[src/rtl/sseg_pkg.sv]
// Shared definitions for the multiplexed seven-segment scan driver:
// segment table (active-low {g,f,e,d,c,b,a}), blank pattern and scan states.
package sseg_pkg;

    localparam logic [6:0] SEG_BLANK = 7'h7F;

    // Index 0 is the rightmost entry of the concatenation.
    localparam logic [15:0][6:0] SEG_TABLE = {
        7'h0E, 7'h06, 7'h21, 7'h27, 7'h03, 7'h20, 7'h10, 7'h00,
        7'h78, 7'h02, 7'h12, 7'h19, 7'h30, 7'h24, 7'h79, 7'h40
    };

    typedef enum logic {
        ST_DRIVE = 1'b0,
        ST_GUARD = 1'b1
    } scan_state_t;

endpackage

[src/rtl/sseg_decode.sv]
// Combinational hex-to-segment decoder with a forced-dark override.
module sseg_decode
    import sseg_pkg::*;
(
    input  logic [3:0] value,
    input  logic       blank,
    output logic [6:0] seg
);

    // Table lookup unless the digit is forced dark
    always_comb begin
        seg = SEG_BLANK;
        if (blank) begin
            seg = SEG_BLANK;
        end else begin
            seg = SEG_TABLE[value];
        end
    end

endmodule

[src/rtl/sseg_scan_driver.sv]
// Time-multiplexed seven-segment driver: shadowed digit data, refresh counter,
// DRIVE/GUARD scan FSM with a one-cycle dark gap, and registered active-low outputs.
module sseg_scan_driver
    import sseg_pkg::*;
#(
    parameter int N_DIGITS    = 4,
    parameter int REFRESH_DIV = 100000,
    parameter bit LZ_BLANK    = 1'b1
) (
    input  logic                          clk,
    input  logic                          rst_n,
    input  logic [4*N_DIGITS-1:0]         hex_in,
    input  logic [N_DIGITS-1:0]           dp_in,
    input  logic [N_DIGITS-1:0]           blank_in,
    input  logic                          load,
    output logic [N_DIGITS-1:0]           an,
    output logic [6:0]                    sseg,
    output logic                          dp,
    output logic [$clog2(N_DIGITS)-1:0]   digit_idx
);

    localparam int IDX_W = $clog2(N_DIGITS);
    localparam int CNT_W = $clog2(REFRESH_DIV);

    logic [4*N_DIGITS-1:0] hex_sh_r;
    logic [N_DIGITS-1:0]   dp_sh_r;
    logic [N_DIGITS-1:0]   blank_sh_r;
    logic [CNT_W-1:0]      cnt_r,   cnt_nxt_s;
    logic [IDX_W-1:0]      idx_r,   idx_nxt_s;
    scan_state_t           state_r, state_nxt_s;
    logic                  tc_s;
    logic [N_DIGITS-1:0]   upper_zero_s;
    logic [3:0]            cur_hex_s;
    logic                  blank_s;
    logic [6:0]            seg_s;
    logic [N_DIGITS-1:0]   an_nxt_s;
    logic [6:0]            sseg_nxt_s;
    logic                  dp_nxt_s;
    logic [N_DIGITS-1:0]   an_r;
    logic [6:0]            sseg_r;
    logic                  dp_r;
    logic [IDX_W-1:0]      digit_idx_r;

    // Shadow capture of the display data on the load strobe
    always_ff @(posedge clk or negedge rst_n) begin
        if (!rst_n) begin
            hex_sh_r   <= '0;
            dp_sh_r    <= '0;
            blank_sh_r <= '0;
        end else if (load) begin
            hex_sh_r   <= hex_in;
            dp_sh_r    <= dp_in;
            blank_sh_r <= blank_in;
        end else begin
            hex_sh_r   <= hex_sh_r;
            dp_sh_r    <= dp_sh_r;
            blank_sh_r <= blank_sh_r;
        end
    end

    assign tc_s = (cnt_r == CNT_W'(REFRESH_DIV - 1));

    // Next refresh count, digit index and scan state
    always_comb begin
        cnt_nxt_s   = cnt_r + CNT_W'(1);
        idx_nxt_s   = idx_r;
        state_nxt_s = state_r;
        if (tc_s) begin
            cnt_nxt_s = '0;
            if (idx_r == IDX_W'(N_DIGITS - 1)) begin
                idx_nxt_s = '0;
            end else begin
                idx_nxt_s = idx_r + IDX_W'(1);
            end
        end else begin
            idx_nxt_s = idx_r;
        end
        case (state_r)
            ST_DRIVE: state_nxt_s = tc_s ? ST_GUARD : ST_DRIVE;
            ST_GUARD: state_nxt_s = ST_DRIVE;
            default:  state_nxt_s = ST_GUARD;
        endcase
    end

    // Scan state register
    always_ff @(posedge clk or negedge rst_n) begin
        if (!rst_n) begin
            cnt_r   <= '0;
            idx_r   <= '0;
            state_r <= ST_GUARD;
        end else begin
            cnt_r   <= cnt_nxt_s;
            idx_r   <= idx_nxt_s;
            state_r <= state_nxt_s;
        end
    end

    // upper_zero_s[i]: digit i and every more significant digit hold zero
    always_comb begin
        upper_zero_s = '0;
        upper_zero_s[N_DIGITS-1] = (hex_sh_r[4*N_DIGITS-1 -: 4] == 4'h0);
        for (int i = N_DIGITS - 2; i >= 0; i--) begin
            upper_zero_s[i] = upper_zero_s[i+1] && (hex_sh_r[4*i +: 4] == 4'h0);
        end
    end

    assign cur_hex_s = hex_sh_r[{idx_r, 2'b00} +: 4];
    assign blank_s   = blank_sh_r[idx_r] ||
                       (LZ_BLANK && (idx_r != '0) && upper_zero_s[idx_r]);

    sseg_decode u_decode (
        .value (cur_hex_s),
        .blank (blank_s),
        .seg   (seg_s)
    );

    // Output pattern for the current scan slot; GUARD keeps everything dark
    always_comb begin
        an_nxt_s   = '1;
        sseg_nxt_s = SEG_BLANK;
        dp_nxt_s   = 1'b1;
        if (state_r == ST_DRIVE) begin
            an_nxt_s   = ~({{(N_DIGITS-1){1'b0}}, 1'b1} << idx_r);
            sseg_nxt_s = seg_s;
            dp_nxt_s   = ~dp_sh_r[idx_r];
        end else begin
            an_nxt_s   = '1;
            sseg_nxt_s = SEG_BLANK;
            dp_nxt_s   = 1'b1;
        end
    end

    // Registered outputs, digit_idx kept aligned with an/sseg
    always_ff @(posedge clk or negedge rst_n) begin
        if (!rst_n) begin
            an_r        <= '1;
            sseg_r      <= SEG_BLANK;
            dp_r        <= 1'b1;
            digit_idx_r <= '0;
        end else begin
            an_r        <= an_nxt_s;
            sseg_r      <= sseg_nxt_s;
            dp_r        <= dp_nxt_s;
            digit_idx_r <= idx_r;
        end
    end

    assign an        = an_r;
    assign sseg      = sseg_r;
    assign dp        = dp_r;
    assign digit_idx = digit_idx_r;

endmodule

[config.mk]
export PLATFORM = sky130hd
export DESIGN_NAME = sseg_scan_driver
export DESIGN_NICKNAME = d
export VERILOG_FILES = /design/src/rtl/sseg_pkg.sv /design/src/rtl/sseg_decode.sv /design/src/rtl/sseg_scan_driver.sv
export SDC_FILE = /design/constraint.sdc
export NUM_CORES = 1
export LEC_CHECK = 0
export CAP_MARGIN = 20
export CORE_MARGIN = 2
export CORE_UTILIZATION = 48
export DETAILED_ROUTE_END_ITERATION = 8
export GPL_ROUTABILITY_DRIVEN = 1
export PLACE_DENSITY = 0.74
export SLEW_MARGIN = 20
export SYNTH_ARGS = -nofsm -noshare
export SYNTH_HDL_FRONTEND = slang
export SYNTH_SLANG_ARGS = --single-unit
[constraint.sdc]
create_clock -name clk -period 2.65 [get_ports clk]
set_input_delay 0.795 -clock clk [delete_from_list [all_inputs] [get_ports clk]]
set_output_delay 0.795 -clock clk [all_outputs]
set_load 0.05 [all_outputs]
==> results of run 1 <==
## layout make-up
type                            instances  area (um2)  share of cell area
Inverter                                9        33.8             0.00994
Multi-Input combinational cell        140        1180               0.348
Clock inverter                          2        10.0             0.00294
Sequential cell                        58        1470               0.432
Tap cell                               72        90.1              0.0265
Timing Repair Buffer                   45         433               0.127
Clock buffer                           14         183              0.0537
## flip-flops by register name (all words and copies together) (netlist names)
register and flops:
digit_idx 2, state_r 1, cnt_r 17, hex_sh_r 16, dp 1, dp_sh_r 4, an 4, sseg 7
idx_r 2, blank_sh_r 4
## kinds of logic after synthesis
family | share of synthesized area
fa+ha+maj | 0.0505
buf+inv | 0.0271
mux | 0.181
simple gates | 0.116
xor+xnor | 0.0418
flops | 0.539
compound gates | 0.0446
## Yosys cell counts, types with 5 or more instances
cell	instances
mux2_2	27
xnor2_1	11
dfstp_2	13
ha_1	11
nand3_1	11
nand2b_1	5
nor2_1	14
inv_1	9
nand2_1	11
mux4_2	5
dfrtp_1	45
## path summary, 6_finish.rpt
kind                                      start                      to  slack [ps]  cells past startpoint
max                           sseg[1]$_DFF_PN1_                 sseg[1]         230                      1
min                                       rst_n  dp_sh_r[1]$_DFFE_PN0P_         400                      1
max reg2reg                idx_r[1]$_DFFE_PN0N_       sseg[5]$_DFF_PN1_         530                      5
min reg2reg                  cnt_r[0]$_DFF_PN0_      cnt_r[0]$_DFF_PN0_         490                      1
max in group asynchronous                 rst_n       sseg[1]$_DFF_PN1_        1570                      2
min in group clk             cnt_r[0]$_DFF_PN0_      cnt_r[0]$_DFF_PN0_         490                      1
## metrics by stage
step                cells  setup slack, ps  area, um2  hold WS [ps]
floorplan             214              715       2720           396
global placement      324              546       3210           476
detailed placement    324              554       3210           485
CTS                   340              210       3400           410
global route          340              181       3400           427
finish                340              226       3400           403
## where the power goes
part | internal, W | switching [W] | total (W)
clock | 0.000439 | 0.000323 | 0.000762
combinational | 0.000140 | 0.000157 | 0.000297
sequential | 0.000953 | 0.0000319 | 0.000985
## metal layers
layer	routed length [um]	global-route usage	part of all wire
met5	0	0	0
met4	78	0.0759	0.016
met3	185	0.0580	0.039
met2	2200	0.237	0.46
met1	2330	0.242	0.49
==> impl_metrics.json, run 1 <==
{
  "vias": 1796,
  "status": "complete, no violations",
  "cp-start-kind": "register",
  "cts.sinks": 58,
  "clock-root-buffer": "clkbuf_8",
  "tritoncts": "done",
  "finalPower_w": 0.00204,
  "grt_max_degree": 25,
  "required_ps": 1860,
  "irDropWorstVdd_v": 0.000373,
  "post_cts_buffers": 0,
  "finalCritPeriodShare": 0.915,
  "synthDistinctLibCells": 40,
  "yosysSeqAreaShare": 0.539,
  "hpwlAfterDp_um": 3450,
  "routed_wl_um": 4780,
  "grt_pass1_vias": 1682,
  "clk_latency_ps": 330,
  "ys_async_sr_fraction": 1.00,
  "dieWidth_um": 79.3,
  "core_region_area_mm2": 0.00551,
  "clk_pin_slew_ps": 60,
  "p_per_area_mw_per_mm2": 601,
  "yosysTopAreaCellShare": 0.413,
  "crit_chain": "clkdlybuf4s50_1",
  "worst_slew_pin_slew_ps": 674,
  "initial_core_util": 0.495,
  "layout-drive-gt1-share": 0.257,
  "grt_usage": 0.171,
  "n_antenna_cell": 0,
  "cpLargestDelayFamily": "buffers and inverters",
  "nNetsFinal": 301,
  "hp-class": "input pin to asynchronous set/reset pin",
  "yosys.area.top_type": "dfrtp_1",
  "clockBufferDepth": 2,
  "leakagePower_nw": 1.41,
  "setup_viol": 0,
  "crit_path_top_delay_cell": "clkdlybuf4s50_1",
  "synth_ff_type": "dfrtp_1",
  "cp_num_buf_inv": 1,
  "fin_tns_setup_ps": 0,
  "criticalPathCategory": "register to output port",
  "final_antenna_net_count": 0,
  "fin_util": 0.617,
  "area_growth_pct": 24.8,
  "ys_ff_latch": 58,
  "layout_common_cells": "45 x dfrtp_1, 39 x clkdlybuf4s50_1, 27 x mux2_2",
  "numCtsBuffers": 9,
  "synthCells": 214,
  "antenna_found_initial": 0,
  "port_buffers": 40,
  "crit_path_max_fanout": 1,
  "postCtsHoldBufs": 0,
  "syn_area_per_cell_um2": 12.7,
  "htreeDepth": 3,
  "slew_headroom": 0.547,
  "max_clock_freq_mhz": 413,
  "drt-initial-drc-count": 85,
  "grt_first_pass_wirelength_um": 8050,
  "wl_per_cell_um": 14.1,
  "layout_commonest_cell": "dfrtp_1",
  "cp.arrival_ps": 1630,
  "maxSlewViolCount": 0,
  "rsz0062_at_grt": "false",
  "synth_edf_count": 0,
  "via_per_inst": 5.28,
  "drc": 0,
  "max-cap-violations": 0,
  "cp-end-kind": "output port",
  "synthTopCellsByArea": "dfrtp_1 41%, dfstp_2 13%, mux2_2 11%",
  "clock_skew_ps": 6.95,
  "synth_area_mm2": 0.00272,
  "syn_nets": 252,
  "min_period_ps": 2420,
  "grt-ovfl-total": 0,
  "drt_first_pass_iters": 4,
  "gp_congestion": 0.771,
  "fillers": 443,
  "ctsResizeCount": 0,
  "finalHoldViolCount": 0,
  "slowest_delay_ps": 790,
  "fp.dieArea_mm2": 0.00629,
  "die_h_um": 79.3,
  "ioPinCount": 41,
  "ys_warn_count": 0,
  "rows": 27
}
No activity file was read; power rests on OpenSTA's default activity.
==> run 2, diff against run 1 <==
--- a/config.mk
+++ b/config.mk
@@ -7,10 +7,10 @@
 export LEC_CHECK = 0
 export CAP_MARGIN = 20
 export CORE_MARGIN = 2
-export CORE_UTILIZATION = 48
+export CORE_UTILIZATION = 50
 export DETAILED_ROUTE_END_ITERATION = 8
 export GPL_ROUTABILITY_DRIVEN = 1
-export PLACE_DENSITY = 0.74
+export PLACE_DENSITY = 0.77
 export SLEW_MARGIN = 20
 export SYNTH_ARGS = -nofsm -noshare
 export SYNTH_HDL_FRONTEND = slang
==> run 2 against run 1 <==
Effect of this change:
- cell count decreased by 0.88%
- combinational power about the same
- maximum frequency decreased by 0.34%
- sequential power about the same
- first-iteration DRC count increased by 19%
- total power increased by 9.3%
- design area increased by 1.3%
- worst hold slack got worse by 36 ps
- largest cell class unchanged
- critical path depth unchanged
- setup slack got worse by 8.3 ps
- critical path type unchanged
==> impl_metrics.json, run 2 (synthesis gave the netlist of run 1 again) <==
{
  "place_ws_ps": 489,
  "maxSlewViolCount": 0,
  "numCtsBuffers": 9,
  "tritoncts": "done",
  "worst_slew_pin_slew_ps": 603,
  "grt_first_pass_wirelength_um": 8530,
  "grt_usage": 0.184,
  "grt_max_degree": 27,
  "dieWidth_um": 77.8,
  "port_buffers": 40,
  "max_clock_freq_mhz": 411,
  "finalPower_w": 0.00223,
  "finalHoldViolCount": 0,
  "place_area_mm2": 0.00321,
  "top_register": "cnt_r",
  "p_per_area_mw_per_mm2": 649,
  "rows": 26,
  "die_h_um": 77.8,
  "ioPinCount": 41,
  "initial_core_util": 0.527,
  "antenna_found_initial": 0,
  "drt-initial-drc-count": 101,
  "n_antenna_cell": 0,
  "crit_chain": "clkdlybuf4s50_1",
  "ctsResizeCount": 0,
  "via_per_inst": 5.26,
  "setup_viol": 0,
  "vias": 1773,
  "setup_ws_ps": 218,
  "largest_reg_flops": 17,
  "criticalPathCategory": "register to output port",
  "gp_congestion": 0.833,
  "fillers": 375,
  "leakagePower_nw": 1.42,
  "layout_commonest_cell": "dfrtp_1",
  "wl_per_cell_um": 14.0,
  "slowest_delay_ps": 790,
  "final_antenna_net_count": 0,
  "post_cts_buffers": 0,
  "cpLargestDelayFamily": "buffers and inverters",
  "layout_common_cells": "45 x dfrtp_1, 39 x clkdlybuf4s50_1, 27 x mux2_2",
  "cp.arrival_ps": 1640,
  "cp_num_buf_inv": 1,
  "clock_skew_ps": 6.15,
  "clk_latency_ps": 330,
  "layout-drive-gt1-share": 0.255,
  "fp.dieArea_mm2": 0.00605,
  "clock-root-buffer": "clkbuf_8",
  "core_region_area_mm2": 0.00517,
  "final_area_mm2": 0.00344,
  "min_period_ps": 2430,
  "grt_pass1_vias": 1768,
  "hold_slack_ps": 367,
  "crit_path_top_delay_cell": "clkdlybuf4s50_1",
  "slew_headroom": 0.595,
  "rsz0062_at_grt": "false",
  "area_growth_pct": 26.4,
  "postCtsHoldBufs": 0,
  "clk_pin_slew_ps": 60,
  "htreeDepth": 3,
  "hp-class": "input pin to asynchronous set/reset pin",
  "irDropWorstVdd_v": 0.000355,
  "cts.sinks": 58,
  "hpwlAfterDp_um": 3350,
  "required_ps": 1860,
  "nNetsFinal": 300,
  "max-cap-violations": 0,
  "routed_wl_um": 4730,
  "clockBufferDepth": 2,
  "drt_first_pass_iters": 4,
  "cp-end-kind": "output port",
  "finalCritPeriodShare": 0.918,
  "status": "complete, no violations",
  "fin_tns_setup_ps": 0,
  "cp-start-kind": "register",
  "grt-ovfl-total": 0,
  "crit_path_max_fanout": 1,
  "drc": 0
}
## run 2: cell count changes in the layout (fill, tap and decap cells not counted), sizes merged
cell	before	now
buf	6	5
bufinv	0	3
clkbuf	14	10
clkinv	2	3
## run 2: worst paths after layout
path,start,cells after the start,slack (ps),to
max reg2reg,idx_r[1]$_DFFE_PN0N_,5,460,sseg[5]$_DFF_PN1_
min reg2reg,cnt_r[0]$_DFF_PN0_,1,500,cnt_r[0]$_DFF_PN0_
max,sseg[1]$_DFF_PN1_,1,220,sseg[1]
min,rst_n,1,370,cnt_r[16]$_DFF_PN0_
max in group asynchronous,rst_n,2,1660,sseg[4]$_DFF_PN1_
min in group clk,cnt_r[0]$_DFF_PN0_,1,500,cnt_r[0]$_DFF_PN0_
## run 2: stage by stage
stage               cells  utilization
floorplan             214            -
finish                337        0.665
global route          337        0.665
CTS                   337        0.665
global placement      321        0.620
detailed placement    321        0.620
## run 2: metal layers
metal  wire, um  GRT usage  part of all wire  vias to the layer above
met5          0          0                 0                        -
met4         95      0.102             0.020                        0
met3        188     0.0384             0.040                        9
met2       2190      0.257              0.46                       48
met1       2250      0.268              0.48                      851
li1           -          -                 -                      865
## run 2: cell type report
type	instances	area, um2	share of cell area
Clock inverter	6	105	0.0305
Inverter	9	33.8	0.00981
Timing Repair Buffer	44	438	0.127
Multi-Input combinational cell	140	1180	0.344
Clock buffer	10	128	0.0371
Sequential cell	58	1470	0.426
Tap cell	70	87.6	0.0254
## run 2: report_power, final
group	total [W]	internal, W	switching [W]	leakage (nW)
Clock	0.000952	0.000620	0.000332	0.120
Sequential	0.000983	0.000953	0.0000297	0.696
Combinational	0.000299	0.000142	0.000157	0.607
Total	0.00223	0.00171	0.000519	1.42
==> run 3, diff against run 2 <==
--- a/config.mk
+++ b/config.mk
@@ -10,8 +10,9 @@
 export CORE_UTILIZATION = 50
 export DETAILED_ROUTE_END_ITERATION = 8
 export GPL_ROUTABILITY_DRIVEN = 1
-export PLACE_DENSITY = 0.77
+export PLACE_DENSITY = 0.76
 export SLEW_MARGIN = 20
 export SYNTH_ARGS = -nofsm -noshare
 export SYNTH_HDL_FRONTEND = slang
+export SYNTH_HIERARCHICAL = 1
 export SYNTH_SLANG_ARGS = --single-unit
==> run 3 against run 2 <==
Effect of this change:
- area after synthesis grew 3.1%
- critical path depth is the same
- wire length grew 8.8%
- synthesized cell count grew 3.7%
- sequential cell count is the same
- critical endpoint is now sseg[2]
- largest power group unchanged
- highest routed layer unchanged
==> impl_metrics.json, run 3 <==
{
  "syn_area_per_cell_um2": 12.6,
  "layout_commonest_cell": "dfrtp_1",
  "cpLargestDelayFamily": "buffers and inverters",
  "via_per_inst": 5.41,
  "setup_ws_ps": 209,
  "synth_ff_type": "dfrtp_1",
  "place_area_mm2": 0.00327,
  "setup_viol": 0,
  "fp.dieArea_mm2": 0.00623,
  "ys_warn_count": 6,
  "ctsResizeCount": 0,
  "final_antenna_net_count": 0,
  "fillers": 430,
  "layout_common_cells": "45 x dfrtp_1, 39 x clkdlybuf4s50_1, 25 x mux2_2",
  "slowest_delay_ps": 790,
  "final_area_mm2": 0.00349,
  "fin_tns_setup_ps": 0,
  "clockBufferDepth": 2,
  "post_cts_buffers": 0,
  "finalCritPeriodShare": 0.921,
  "grt_pass1_vias": 1850,
  "layout-drive-gt1-share": 0.285,
  "crit_chain": "clkdlybuf4s50_1",
  "synthDistinctLibCells": 41,
  "core_region_area_mm2": 0.00547,
  "clock_skew_ps": 7.75,
  "maxSlewViolCount": 0,
  "drt_first_pass_iters": 4,
  "routed_wl_um": 5140,
  "leakagePower_nw": 1.48,
  "grt_usage": 0.194,
  "irDropWorstVdd_v": 0.000433,
  "fin_util": 0.638,
  "criticalPathCategory": "register to output port",
  "antenna_found_initial": 0,
  "syn_nets": 261,
  "max-cap-violations": 0,
  "gp_congestion": 0.848,
  "finalHoldViolCount": 0,
  "synthCells": 222,
  "cp-end-kind": "output port",
  "dieWidth_um": 78.9,
  "yosys.area.top_type": "dfrtp_1",
  "synth_edf_count": 0,
  "drt-initial-drc-count": 128,
  "initial_core_util": 0.513,
  "status": "complete, no violations",
  "grt_max_degree": 26,
  "required_ps": 1860,
  "numCtsBuffers": 9,
  "grt_first_pass_wirelength_um": 9070,
  "ys_async_sr_fraction": 1.00,
  "wl_per_cell_um": 14.9,
  "drc": 0,
  "tritoncts": "done",
  "rsz0062_at_grt": "false",
  "postCtsHoldBufs": 0,
  "cp_num_buf_inv": 1,
  "die_h_um": 78.9,
  "top_register": "cnt_r",
  "port_buffers": 40,
  "area_growth_pct": 24.4,
  "largest_reg_flops": 17,
  "worst_slew_pin_slew_ps": 576,
  "rows": 27,
  "synth.most_common_cell": "dfrtp_1",
  "n_antenna_cell": 0,
  "cts.sinks": 58,
  "htreeDepth": 3,
  "synth_common_cells": "45 x dfrtp_1, 25 x mux2_2, 18 x nor2_1",
  "finalPower_w": 0.00220,
  "r2r_slack_ps": 210,
  "clk_latency_ps": 340,
  "p_per_area_mw_per_mm2": 630,
  "crit_path_top_delay_cell": "clkdlybuf4s50_1",
  "clk_pin_slew_ps": 70,
  "cp.arrival_ps": 1650,
  "yosysTopAreaCellShare": 0.401,
  "hp-class": "input pin to asynchronous set/reset pin",
  "ff2ff_path_depth": 8,
  "ioPinCount": 41,
  "vias": 1872,
  "clock-root-buffer": "clkbuf_8",
  "place_ws_ps": 239,
  "crit_cells": 1,
  "synth_area_mm2": 0.00281,
  "ys_ff_latch": 58,
  "nNetsFinal": 308,
  "slew_headroom": 0.616,
  "max_clock_freq_mhz": 410,
  "cp-start-kind": "register",
  "yosysSeqAreaShare": 0.523,
  "crit_path_max_fanout": 1,
  "grt-ovfl-total": 0,
  "synthTopCellsByArea": "dfrtp_1 40%, dfstp_2 12%, mux2_2 10%",
  "hpwlAfterDp_um": 3650,
  "min_period_ps": 2440
}
## run 3: cell count changes in the layout (fill, tap and decap cells not counted), sizes merged, moves of 2 or more
cell | before | now
a211o | 0 | 2
and3 | 1 | 3
buf | 5 | 7
inv | 9 | 6
mux2 | 28 | 26
nand3 | 11 | 5
nand4 | 4 | 6
nor2 | 15 | 18
o2111ai | 2 | 0
o211ai | 3 | 1
o41ai | 0 | 2
or2 | 0 | 7
xor2 | 2 | 5
## run 3: logic make-up (layout without fill, tap and decap cells)
family,after synthesis,count (layout),share of synthesized area
muxes,35,35,0.164
adders and majority gates,12,12,0.0535
buffers and inverters,16,68,0.0352
DFF,58,58,0.523
AOI/OAI and AO/OA,17,17,0.0397
and+or+nand+nor,69,69,0.138
xor gates and xnor gates,15,15,0.0468
## run 3: layer usage
layer  track usage  part of all wire
met5             0                 0
met4        0.0948             0.019
met3        0.0557             0.057
met2         0.279              0.46
met1         0.272              0.46
## run 3: worst register-to-register path: stages (launching register included)
cell     delay [ps]
dfrtp_1         590
inv_1           120
ha_1            240
or4_1           510
o41ai_1         350
buf_4           210
nor2_1           60
a22oi_1         180
or2_2           130
## run 3: where the power goes
group	switching [W]	leakage (nW)	internal (W)
Sequential	0.0000327	0.696	0.000954
Combinational	0.000168	0.668	0.000152
Clock	0.000345	0.116	0.000548
## run 3: final timing paths
| path | from | to |
|---|---|---|
| max in group asynchronous | rst_n | an[3]$_DFF_PN1_ |
| setup / recovery | sseg[2]$_DFF_PN1_ | sseg[2] |
| min in group clk | cnt_r[0]$_DFF_PN0_ | cnt_r[0]$_DFF_PN0_ |
| hold reg to reg | cnt_r[0]$_DFF_PN0_ | cnt_r[0]$_DFF_PN0_ |
| setup reg to reg | idx_r[0]$_DFFE_PN0N_ | sseg[0]$_DFF_PN1_ |
| hold / removal | rst_n | blank_sh_r[1]$_DFFE_PN0P_ |
## run 3: final cells by class
class / count / area [um2] / share of cell area
timing repair buffer: 46 / 453 / 0.130
clock buffer: 10 / 138 / 0.0394
sequential: 58 / 1470 / 0.420
inverter: 6 / 22.5 / 0.00645
multi-input combinational: 148 / 1240 / 0.355
tap: 72 / 90.1 / 0.0258
clock inverter: 6 / 80.1 / 0.0229
## run 3: through the flow
| stage | instances | hold slack (ps) |
|---|---|---|
| global route | 346 | 477 |
| global placement | 330 | 474 |
| CTS | 346 | 452 |
| finish | 346 | 452 |
| detailed placement | 330 | 478 |
| floorplan | 222 | 399 |
